<file path="src/rtl/pipelined_controller_if.sv">
// -----------------------------------------------------------------------------
// pipelined_controller_if
// Bus between the pipeline datapath and its control unit.
//   Datapath -> controller : opCode, func, equalD, flushE
//   Controller -> datapath : D-stage  pcSrcD, jumpD, branchD, clearD, illegalD
//                            E-stage  regWriteE, memtoRegE, memWriteE, aluSrcE,
//                                     regDestE, aluControlE
//                            M-stage  regWriteM, memtoRegM, memWriteM
//                            W-stage  regWriteW, memtoRegW
// Modports: master = datapath / bench side, slave = controller side.
// There is no valid/ready handshake: every signal is sampled on every cycle.
// -----------------------------------------------------------------------------
interface pipelined_controller_if #(
  parameter int ALU_CTRL_W = 3,
  parameter int OPC_W      = 6
);
  logic [OPC_W-1:0]      opCode;
  logic [OPC_W-1:0]      func;
  logic                  equalD;
  logic                  flushE;

  logic                  pcSrcD;
  logic                  jumpD;
  logic                  branchD;
  logic                  clearD;
  logic                  illegalD;

  logic                  regWriteE;
  logic                  memtoRegE;
  logic                  memWriteE;
  logic                  aluSrcE;
  logic                  regDestE;
  logic [ALU_CTRL_W-1:0] aluControlE;

  logic                  regWriteM;
  logic                  memtoRegM;
  logic                  memWriteM;

  logic                  regWriteW;
  logic                  memtoRegW;

  modport master (
    output opCode, func, equalD, flushE,
    input  pcSrcD, jumpD, branchD, clearD, illegalD,
    input  regWriteE, memtoRegE, memWriteE, aluSrcE, regDestE, aluControlE,
    input  regWriteM, memtoRegM, memWriteM,
    input  regWriteW, memtoRegW
  );

  modport slave (
    input  opCode, func, equalD, flushE,
    output pcSrcD, jumpD, branchD, clearD, illegalD,
    output regWriteE, memtoRegE, memWriteE, aluSrcE, regDestE, aluControlE,
    output regWriteM, memtoRegM, memWriteM,
    output regWriteW, memtoRegW
  );
endinterface

</file>
<file path="src/rtl/pipelined_controller.sv">
// -----------------------------------------------------------------------------
// pipelined_controller
// Control unit for a 5-stage MIPS-style pipeline. Decodes opCode/func in D
// (combinational), then carries the control bundle through E, M and W
// registers. Illegal encodings decode to an all-zero bundle with illegalD=1.
// Ports:
//   clk  - single clock, all state on the rising edge
//   rst  - synchronous active-high reset, clears E/M/W registers
//   bus  - pipelined_controller_if.slave (decode inputs, stage controls)
// Optional feature: define CTRL_BNE_EN to decode opcode 000101 as bne.
// -----------------------------------------------------------------------------
module pipelined_controller #(
  parameter int ALU_CTRL_W = 3,
  parameter int OPC_W      = 6
) (
  input  logic                      clk,
  input  logic                      rst,
  pipelined_controller_if.slave     bus
);

  localparam logic [OPC_W-1:0] OP_RTYPE = OPC_W'(6'b000000);
  localparam logic [OPC_W-1:0] OP_LW    = OPC_W'(6'b100011);
  localparam logic [OPC_W-1:0] OP_SW    = OPC_W'(6'b101011);
  localparam logic [OPC_W-1:0] OP_BEQ   = OPC_W'(6'b000100);
  localparam logic [OPC_W-1:0] OP_ADDI  = OPC_W'(6'b001000);
  localparam logic [OPC_W-1:0] OP_J     = OPC_W'(6'b000010);
`ifdef CTRL_BNE_EN
  localparam logic [OPC_W-1:0] OP_BNE   = OPC_W'(6'b000101);
`endif

  localparam logic [OPC_W-1:0] FN_ADD = OPC_W'(6'b100000);
  localparam logic [OPC_W-1:0] FN_SUB = OPC_W'(6'b100010);
  localparam logic [OPC_W-1:0] FN_AND = OPC_W'(6'b100100);
  localparam logic [OPC_W-1:0] FN_OR  = OPC_W'(6'b100101);
  localparam logic [OPC_W-1:0] FN_SLT = OPC_W'(6'b101010);

  localparam logic [2:0] ALU_ADD = 3'b010;
  localparam logic [2:0] ALU_SUB = 3'b110;
  localparam logic [2:0] ALU_AND = 3'b000;
  localparam logic [2:0] ALU_OR  = 3'b001;
  localparam logic [2:0] ALU_SLT = 3'b111;

  typedef struct packed {
    logic                  reg_write;
    logic                  mem_to_reg;
    logic                  mem_write;
    logic                  alu_src;
    logic                  reg_dest;
    logic [ALU_CTRL_W-1:0] alu_ctrl;
  } e_bundle_t;

  typedef struct packed {
    logic reg_write;
    logic mem_to_reg;
    logic mem_write;
  } m_bundle_t;

  typedef struct packed {
    logic reg_write;
    logic mem_to_reg;
  } w_bundle_t;

  e_bundle_t dec_d;
  logic [2:0] alu3_d;
  logic       branch_d;
  logic       jump_d;
  logic       illegal_d;
  logic       branch_on_ne_d;
  logic       pc_src_d;

  e_bundle_t e_d, e_q;
  m_bundle_t m_d, m_q;
  w_bundle_t w_d, w_q;

  // Decode. Defaults are the all-zero bundle, so any illegal path only has to
  // raise illegal_d and leave everything else untouched.
  always_comb begin
    dec_d          = '0;
    alu3_d         = 3'b000;
    branch_d       = 1'b0;
    jump_d         = 1'b0;
    illegal_d      = 1'b0;
    branch_on_ne_d = 1'b0;
    case (bus.opCode)
      OP_RTYPE: begin
        case (bus.func)
          FN_ADD:  alu3_d = ALU_ADD;
          FN_SUB:  alu3_d = ALU_SUB;
          FN_AND:  alu3_d = ALU_AND;
          FN_OR:   alu3_d = ALU_OR;
          FN_SLT:  alu3_d = ALU_SLT;
          default: illegal_d = 1'b1;
        endcase
        if (!illegal_d) begin
          dec_d.reg_write = 1'b1;
          dec_d.reg_dest  = 1'b1;
        end
      end
      OP_LW: begin
        dec_d.reg_write  = 1'b1;
        dec_d.alu_src    = 1'b1;
        dec_d.mem_to_reg = 1'b1;
        alu3_d           = ALU_ADD;
      end
      OP_SW: begin
        dec_d.mem_write = 1'b1;
        dec_d.alu_src   = 1'b1;
        alu3_d          = ALU_ADD;
      end
      OP_BEQ: begin
        branch_d = 1'b1;
        alu3_d   = ALU_SUB;
      end
`ifdef CTRL_BNE_EN
      OP_BNE: begin
        branch_d       = 1'b1;
        branch_on_ne_d = 1'b1;
        alu3_d         = ALU_SUB;
      end
`endif
      OP_ADDI: begin
        dec_d.reg_write = 1'b1;
        dec_d.alu_src   = 1'b1;
        alu3_d          = ALU_ADD;
      end
      OP_J: begin
        jump_d = 1'b1;
      end
      default: illegal_d = 1'b1;
    endcase
    // ALU code lives in the low three bits; wider fields are zero-extended.
    dec_d.alu_ctrl = ALU_CTRL_W'(alu3_d);
  end

  // Branch resolves in D so the fetch redirect needs no register delay.
  assign pc_src_d = branch_d & (branch_on_ne_d ? ~bus.equalD : bus.equalD);

  assign bus.pcSrcD   = pc_src_d;
  assign bus.jumpD    = jump_d;
  assign bus.branchD  = branch_d;
  assign bus.clearD   = pc_src_d | jump_d;
  assign bus.illegalD = illegal_d;

  // A flush replaces the decoded bundle with a bubble; downstream stages
  // keep advancing so older instructions still retire.
  assign e_d = bus.flushE ? '0 : dec_d;
  assign m_d = '{reg_write: e_q.reg_write, mem_to_reg: e_q.mem_to_reg,
                 mem_write: e_q.mem_write};
  assign w_d = '{reg_write: m_q.reg_write, mem_to_reg: m_q.mem_to_reg};

  always_ff @(posedge clk) begin
    if (rst) begin
      e_q <= '0;
      m_q <= '0;
      w_q <= '0;
    end else begin
      e_q <= e_d;
      m_q <= m_d;
      w_q <= w_d;
    end
  end

  assign bus.regWriteE   = e_q.reg_write;
  assign bus.memtoRegE   = e_q.mem_to_reg;
  assign bus.memWriteE   = e_q.mem_write;
  assign bus.aluSrcE     = e_q.alu_src;
  assign bus.regDestE    = e_q.reg_dest;
  assign bus.aluControlE = e_q.alu_ctrl;

  assign bus.regWriteM = m_q.reg_write;
  assign bus.memtoRegM = m_q.mem_to_reg;
  assign bus.memWriteM = m_q.mem_write;

  assign bus.regWriteW = w_q.reg_write;
  assign bus.memtoRegW = w_q.mem_to_reg;

endmodule

</file>
<file path="src/flat_wrapper.sv">
// flat-port wrapper written by rule: the top's interface ports become plain ports
module pipelined_controller_flat 
#(
  parameter int ALU_CTRL_W = 3,
  parameter int OPC_W      = 6
)
  (clk, rst, bus_opCode, bus_func, bus_equalD, bus_flushE, bus_pcSrcD, bus_jumpD, bus_branchD, bus_clearD, bus_illegalD, bus_regWriteE, bus_memtoRegE, bus_memWriteE, bus_aluSrcE, bus_regDestE, bus_aluControlE, bus_regWriteM, bus_memtoRegM, bus_memWriteM, bus_regWriteW, bus_memtoRegW);
  pipelined_controller_if #(.ALU_CTRL_W(ALU_CTRL_W), .OPC_W(OPC_W)) bus_i ();
  input  logic clk;
  input  logic rst;
  input wire logic [$bits(bus_i.opCode)-1:0] bus_opCode;
  input wire logic [$bits(bus_i.func)-1:0] bus_func;
  input wire logic [$bits(bus_i.equalD)-1:0] bus_equalD;
  input wire logic [$bits(bus_i.flushE)-1:0] bus_flushE;
  output wire logic [$bits(bus_i.pcSrcD)-1:0] bus_pcSrcD;
  output wire logic [$bits(bus_i.jumpD)-1:0] bus_jumpD;
  output wire logic [$bits(bus_i.branchD)-1:0] bus_branchD;
  output wire logic [$bits(bus_i.clearD)-1:0] bus_clearD;
  output wire logic [$bits(bus_i.illegalD)-1:0] bus_illegalD;
  output wire logic [$bits(bus_i.regWriteE)-1:0] bus_regWriteE;
  output wire logic [$bits(bus_i.memtoRegE)-1:0] bus_memtoRegE;
  output wire logic [$bits(bus_i.memWriteE)-1:0] bus_memWriteE;
  output wire logic [$bits(bus_i.aluSrcE)-1:0] bus_aluSrcE;
  output wire logic [$bits(bus_i.regDestE)-1:0] bus_regDestE;
  output wire logic [$bits(bus_i.aluControlE)-1:0] bus_aluControlE;
  output wire logic [$bits(bus_i.regWriteM)-1:0] bus_regWriteM;
  output wire logic [$bits(bus_i.memtoRegM)-1:0] bus_memtoRegM;
  output wire logic [$bits(bus_i.memWriteM)-1:0] bus_memWriteM;
  output wire logic [$bits(bus_i.regWriteW)-1:0] bus_regWriteW;
  output wire logic [$bits(bus_i.memtoRegW)-1:0] bus_memtoRegW;
  assign bus_i.opCode = bus_opCode;
  assign bus_i.func = bus_func;
  assign bus_i.equalD = bus_equalD;
  assign bus_i.flushE = bus_flushE;
  assign bus_pcSrcD = bus_i.pcSrcD;
  assign bus_jumpD = bus_i.jumpD;
  assign bus_branchD = bus_i.branchD;
  assign bus_clearD = bus_i.clearD;
  assign bus_illegalD = bus_i.illegalD;
  assign bus_regWriteE = bus_i.regWriteE;
  assign bus_memtoRegE = bus_i.memtoRegE;
  assign bus_memWriteE = bus_i.memWriteE;
  assign bus_aluSrcE = bus_i.aluSrcE;
  assign bus_regDestE = bus_i.regDestE;
  assign bus_aluControlE = bus_i.aluControlE;
  assign bus_regWriteM = bus_i.regWriteM;
  assign bus_memtoRegM = bus_i.memtoRegM;
  assign bus_memWriteM = bus_i.memWriteM;
  assign bus_regWriteW = bus_i.regWriteW;
  assign bus_memtoRegW = bus_i.memtoRegW;
  pipelined_controller #(.ALU_CTRL_W(ALU_CTRL_W), .OPC_W(OPC_W)) u_core (.clk(clk), .rst(rst), .bus(bus_i));
endmodule
</file>
<file path="config.mk">
export PLATFORM = sky130hd
export DESIGN_NAME = pipelined_controller_flat
export DESIGN_NICKNAME = d
export VERILOG_FILES = /design/src/rtl/pipelined_controller_if.sv /design/src/rtl/pipelined_controller.sv /design/src/flat_wrapper.sv
export SDC_FILE = /design/constraint.sdc
export NUM_CORES = 1
export LEC_CHECK = 0
export CAP_MARGIN = 20
export CORE_MARGIN = 3
export CORE_UTILIZATION = 39
export DETAILED_ROUTE_END_ITERATION = 10
export PLACE_DENSITY = 0.82
export SETUP_SLACK_MARGIN = 0.05
export SYNTH_ARGS = -nofsm -noshare
export SYNTH_HDL_FRONTEND = slang
export SYNTH_SLANG_ARGS = --single-unit
</file>
<file path="constraint.sdc">
create_clock -name clk -period 4.2 [get_ports clk]
set_clock_uncertainty 0.15 [all_clocks]
set_input_delay 1.26 -clock clk [delete_from_list [all_inputs] [get_ports clk]]
set_output_delay 1.26 -clock clk [all_outputs]
set_load 0.03 [all_outputs]
</file>
==> Implementation_results.wiki <==
{| class="wikitable"
! Metric !! Value
|-
| Post-route non-filler standard cell count || 132
|-
| Synth cell types || 31
|-
| Post-route antenna net violation count || 0
|-
| Area of the mapped netlist || 598 µm²
|-
| Pin count of the biggest net entering global routing || 11
|-
| Count of max-cap constraint violations || 0
|-
| Die outline area || 2040 µm²
|-
| Number of hold-repair buffers added at the cts stage || 0
|-
| Number of global-route vias before repair || 713
|-
| Die height || 45.2 µm
|-
| Clock tree sinks || 13
|-
| Nets || 134
|-
| Net switching power || 0.0583 mW
|-
| Count of flip-flops with a built-in enable after synthesis || 0
|-
| Peak supply drop || 0.000122 V
|-
| Drt initial violations || 8
|-
| DRC violations left || 0
|-
| Number of buffers between clock root and the deepest sink || 2
|-
| All-Layer GR Usage || 0.202
|-
| Part of the Yosys area used for sequential elements || 0.435
|-
| Static leakage || 0.471 nW
|-
| Wire per inst || 13.5 µm
|-
| Crit share post-route || 0.976
|-
| Utilization of the core after routing || 0.820
|-
| Number of antenna violations at the first check in global routing || 0
|-
| Clock tree from TritonCTS || yes
|-
| Path class of the lowest-slack min-delay path || flip-flop to flip-flop
|-
| Synth area leader || sky130_fd_sc_hd__dfxtp_1
|-
| Final count of negative-setup-slack endpoints || 0
|-
| Share of flip-flops with an asynchronous set or reset after synthesis || 0
|-
| Cell area reported after detailed placement || 1050 µm²
|-
| Status || complete, no violations
|-
| Estimated wirelength of the detail-placed design || 1.47 mm
|-
| TritonCTS buffer count || 3
|-
| IO Port Bufs || 33
|-
| Switch share || 0.235
|-
| Standard-cell row count || 13
|-
| Clock insertion delay at the later pin of the skew report || 270 ps
|-
| Slew at the pin with the worst max-slew slack || 348 ps
|-
| DR pass1 iterations || 3
|-
| Flops & latches, synth || 13
|-
| Post-synth top area share || 0.435
|-
| First-pass GRT wire length || 2.99 mm
|-
| Mapped Cells || 65
|-
| Most numerous cell types in the synthesized netlist || sky130_fd_sc_hd__dfxtp_1, sky130_fd_sc_hd__nor2_1, sky130_fd_sc_hd__nor2b_1
|-
| Largest driver fanout on the critical path || 3
|-
| I/O pins || 34
|-
| Remaining Overflow, GRT || 0
|-
| Top-count cell post-synth || sky130_fd_sc_hd__dfxtp_1
|-
| Category of the worst setup path capture point || primary output
|-
| Antenna diode count || 0
|-
| Sequential cell area || 260 µm²
|-
| Top cells by area in the synthesized netlist || sky130_fd_sc_hd__dfxtp_1, sky130_fd_sc_hd__nor2b_1, sky130_fd_sc_hd__nor2_1
|-
| Arrival time reported for the critical path endpoint || 2690 ps
|-
| CTS H-Tree Depth || 1
|-
| Die width || 45.2 µm
|-
| Most used flip-flop cell after synthesis || sky130_fd_sc_hd__dfxtp_1
|-
| Placement Setup Slack || -486 ps
|-
| Synth-to-Final Area Change || 87.2%
|-
| Total count of max-transition violations in the final report || 0
|-
| Syn Nets || 81
|-
| Initial cell density of the core || 0.438
|-
| Setup repair after global routing missed its margin || false
|-
| Synthesized area per cell || 9.20 µm²
|-
| Startpoint Class || input port
|-
| Internal power || 0.190 mW
|-
| Share of power burned in the clock network || 0.291
|-
| Via density per instance || 5.31
|-
| FF-to-FF setup slack || 3490 ps
|-
| Placed instance count || 127
|-
| Root Buffer || sky130_fd_sc_hd__clkbuf_4
|-
| Share of power burned in combinational logic || 0.210
|-
| Data required time of the critical path || 2790 ps
|-
| Shortest clock period the worst path allows after layout || 4100 ps
|-
| Clock edge transition at the registers on the reported setup and hold paths || 70 ps
|-
| Worst-case setup margin in the final layout || 98.9 ps
|-
| Part of the power in registers || 0.498
|-
| Relative slew slack || 0.766
|-
| Critical path class || input port to primary output
|-
| Fmax || 0.244 GHz
|-
| Pwr Density || 222 nW/µm²
|-
| Overall via count from detail_route || 701
|-
| Fin Setup TNS || 0 ps
|-
| Yosys warning total || 0
|-
| Final weighted congestion in routability-driven placement || 0.724
|-
| Area used by multi-input combinational logic || 353 µm²
|-
| Area of all placed cells without fillers || 1120 µm²
|-
| Wire length after detailed routing || 1.79 mm
|-
| Ratio of cells with drive above 1 in the final layout || 0.308
|-
| Filler instances || 97
|-
| Number of endpoints with negative hold slack in the final report || 0
|-
| CORE AREA || 1370 µm²
|}
[power by group through the flow]
stage / sequential, mW / clock, mW / combinational (mW)
after floorplan: 0.128 / 0 / 0.0159
after global placement: 0.127 / 0 / 0.0486
after detailed placement: 0.127 / 0 / 0.0502
after CTS: 0.124 / 0.0739 / 0.0511
after global routing: 0.124 / 0.0827 / 0.0567
final: 0.124 / 0.0723 / 0.0522
[sequential cells by signal (all words and copies together), names as in the netlist]
signal                  flops
u_core.bus.memtoRegM        1
u_core.bus.memWriteM        1
u_core.bus.aluControlE      3
u_core.bus.regWriteW        1
u_core.bus.regWriteE        1
u_core.bus.memtoRegE        1
u_core.bus.regDestE         1
u_core.bus.regWriteM        1
u_core.bus.memtoRegW        1
u_core.bus.aluSrcE          1
u_core.bus.memWriteE        1
[logic make-up after synthesis]
kind of cell	count (synthesis)	synth area share
DFF	13	0.435
AOI/OAI and AO/OA	12	0.149
muxes	1	0.0167
buffers and inverters	3	0.0188
and+or+nand+nor	36	0.381
[worst max-delay path: stages]
cell,delay [ps]
sky130_fd_sc_hd__clkdlybuf4s50_1,420
sky130_fd_sc_hd__or4_4,450
sky130_fd_sc_hd__o2bb2ai_2,130
sky130_fd_sc_hd__a221o_1,280
sky130_fd_sc_hd__buf_6,150
[layout make-up]
class	count	area share
repair buffers	50	0.409
flip-flops and latches	13	0.232
well taps	15	0.0168
inverters	1	0.00335
clock buffers	4	0.0235
multi-input cells	49	0.315
[per-layer routing]
metal,track usage,wire length (µm),vias to the layer above
met2,0.398,975,25
met5,0,0,-
li1,-,-,351
met3,0.0518,109,6
met1,0.191,673,319
met4,0.0819,28,0
[what timing repair did]
item                                    CTS  global route
pin swaps                                 3             1
endpoints found under the setup margin    3             3
gates resized for setup                  16             4
setup buffers                             1             0
[placed cells by master, fill, tap and decap left out, drive strengths merged, types with 2 or more instances in the layout]
| cell type | netlist | routed |
|---|---|---|
| dlygate4sd2 | 0 | 3 |
| nor3 | 3 | 3 |
| nor2 | 7 | 7 |
| clkbuf | 2 | 4 |
| dlymetal6s2s | 0 | 2 |
| a31oi | 4 | 4 |
| nor2b | 6 | 6 |
| nand3 | 2 | 2 |
| dfxtp | 13 | 13 |
| or3 | 2 | 2 |
| or4 | 2 | 2 |
| buf | 0 | 22 |
| and3 | 3 | 3 |
| clkdlybuf4s50 | 0 | 23 |
| nand2 | 2 | 2 |
| nand2b | 2 | 2 |
[worst paths after layout]
check	startpoint	endpoint	cells after the start
worst max-delay path	bus_opCode[3]	bus_illegalD	5
worst min-delay path	u_core.bus.memtoRegM$_SDFF_PP0_	u_core.bus.memtoRegW$_SDFF_PP0_	1
worst max register to register	u_core.bus.regWriteM$_SDFF_PP0_	u_core.bus.regWriteW$_SDFF_PP0_	1
worst min register to register	u_core.bus.memtoRegM$_SDFF_PP0_	u_core.bus.memtoRegW$_SDFF_PP0_	1
[through the flow]
| stage | power, mW | hold slack [ps] |
|---|---|---|
| after global placement | 0.175 | 295 |
| after global routing | 0.263 | 329 |
| final | 0.248 | 313 |
| after floorplan | 0.143 | 445 |
| after detailed placement | 0.177 | 303 |
| after CTS | 0.249 | 316 |
(Power assumes the default switching activity.)
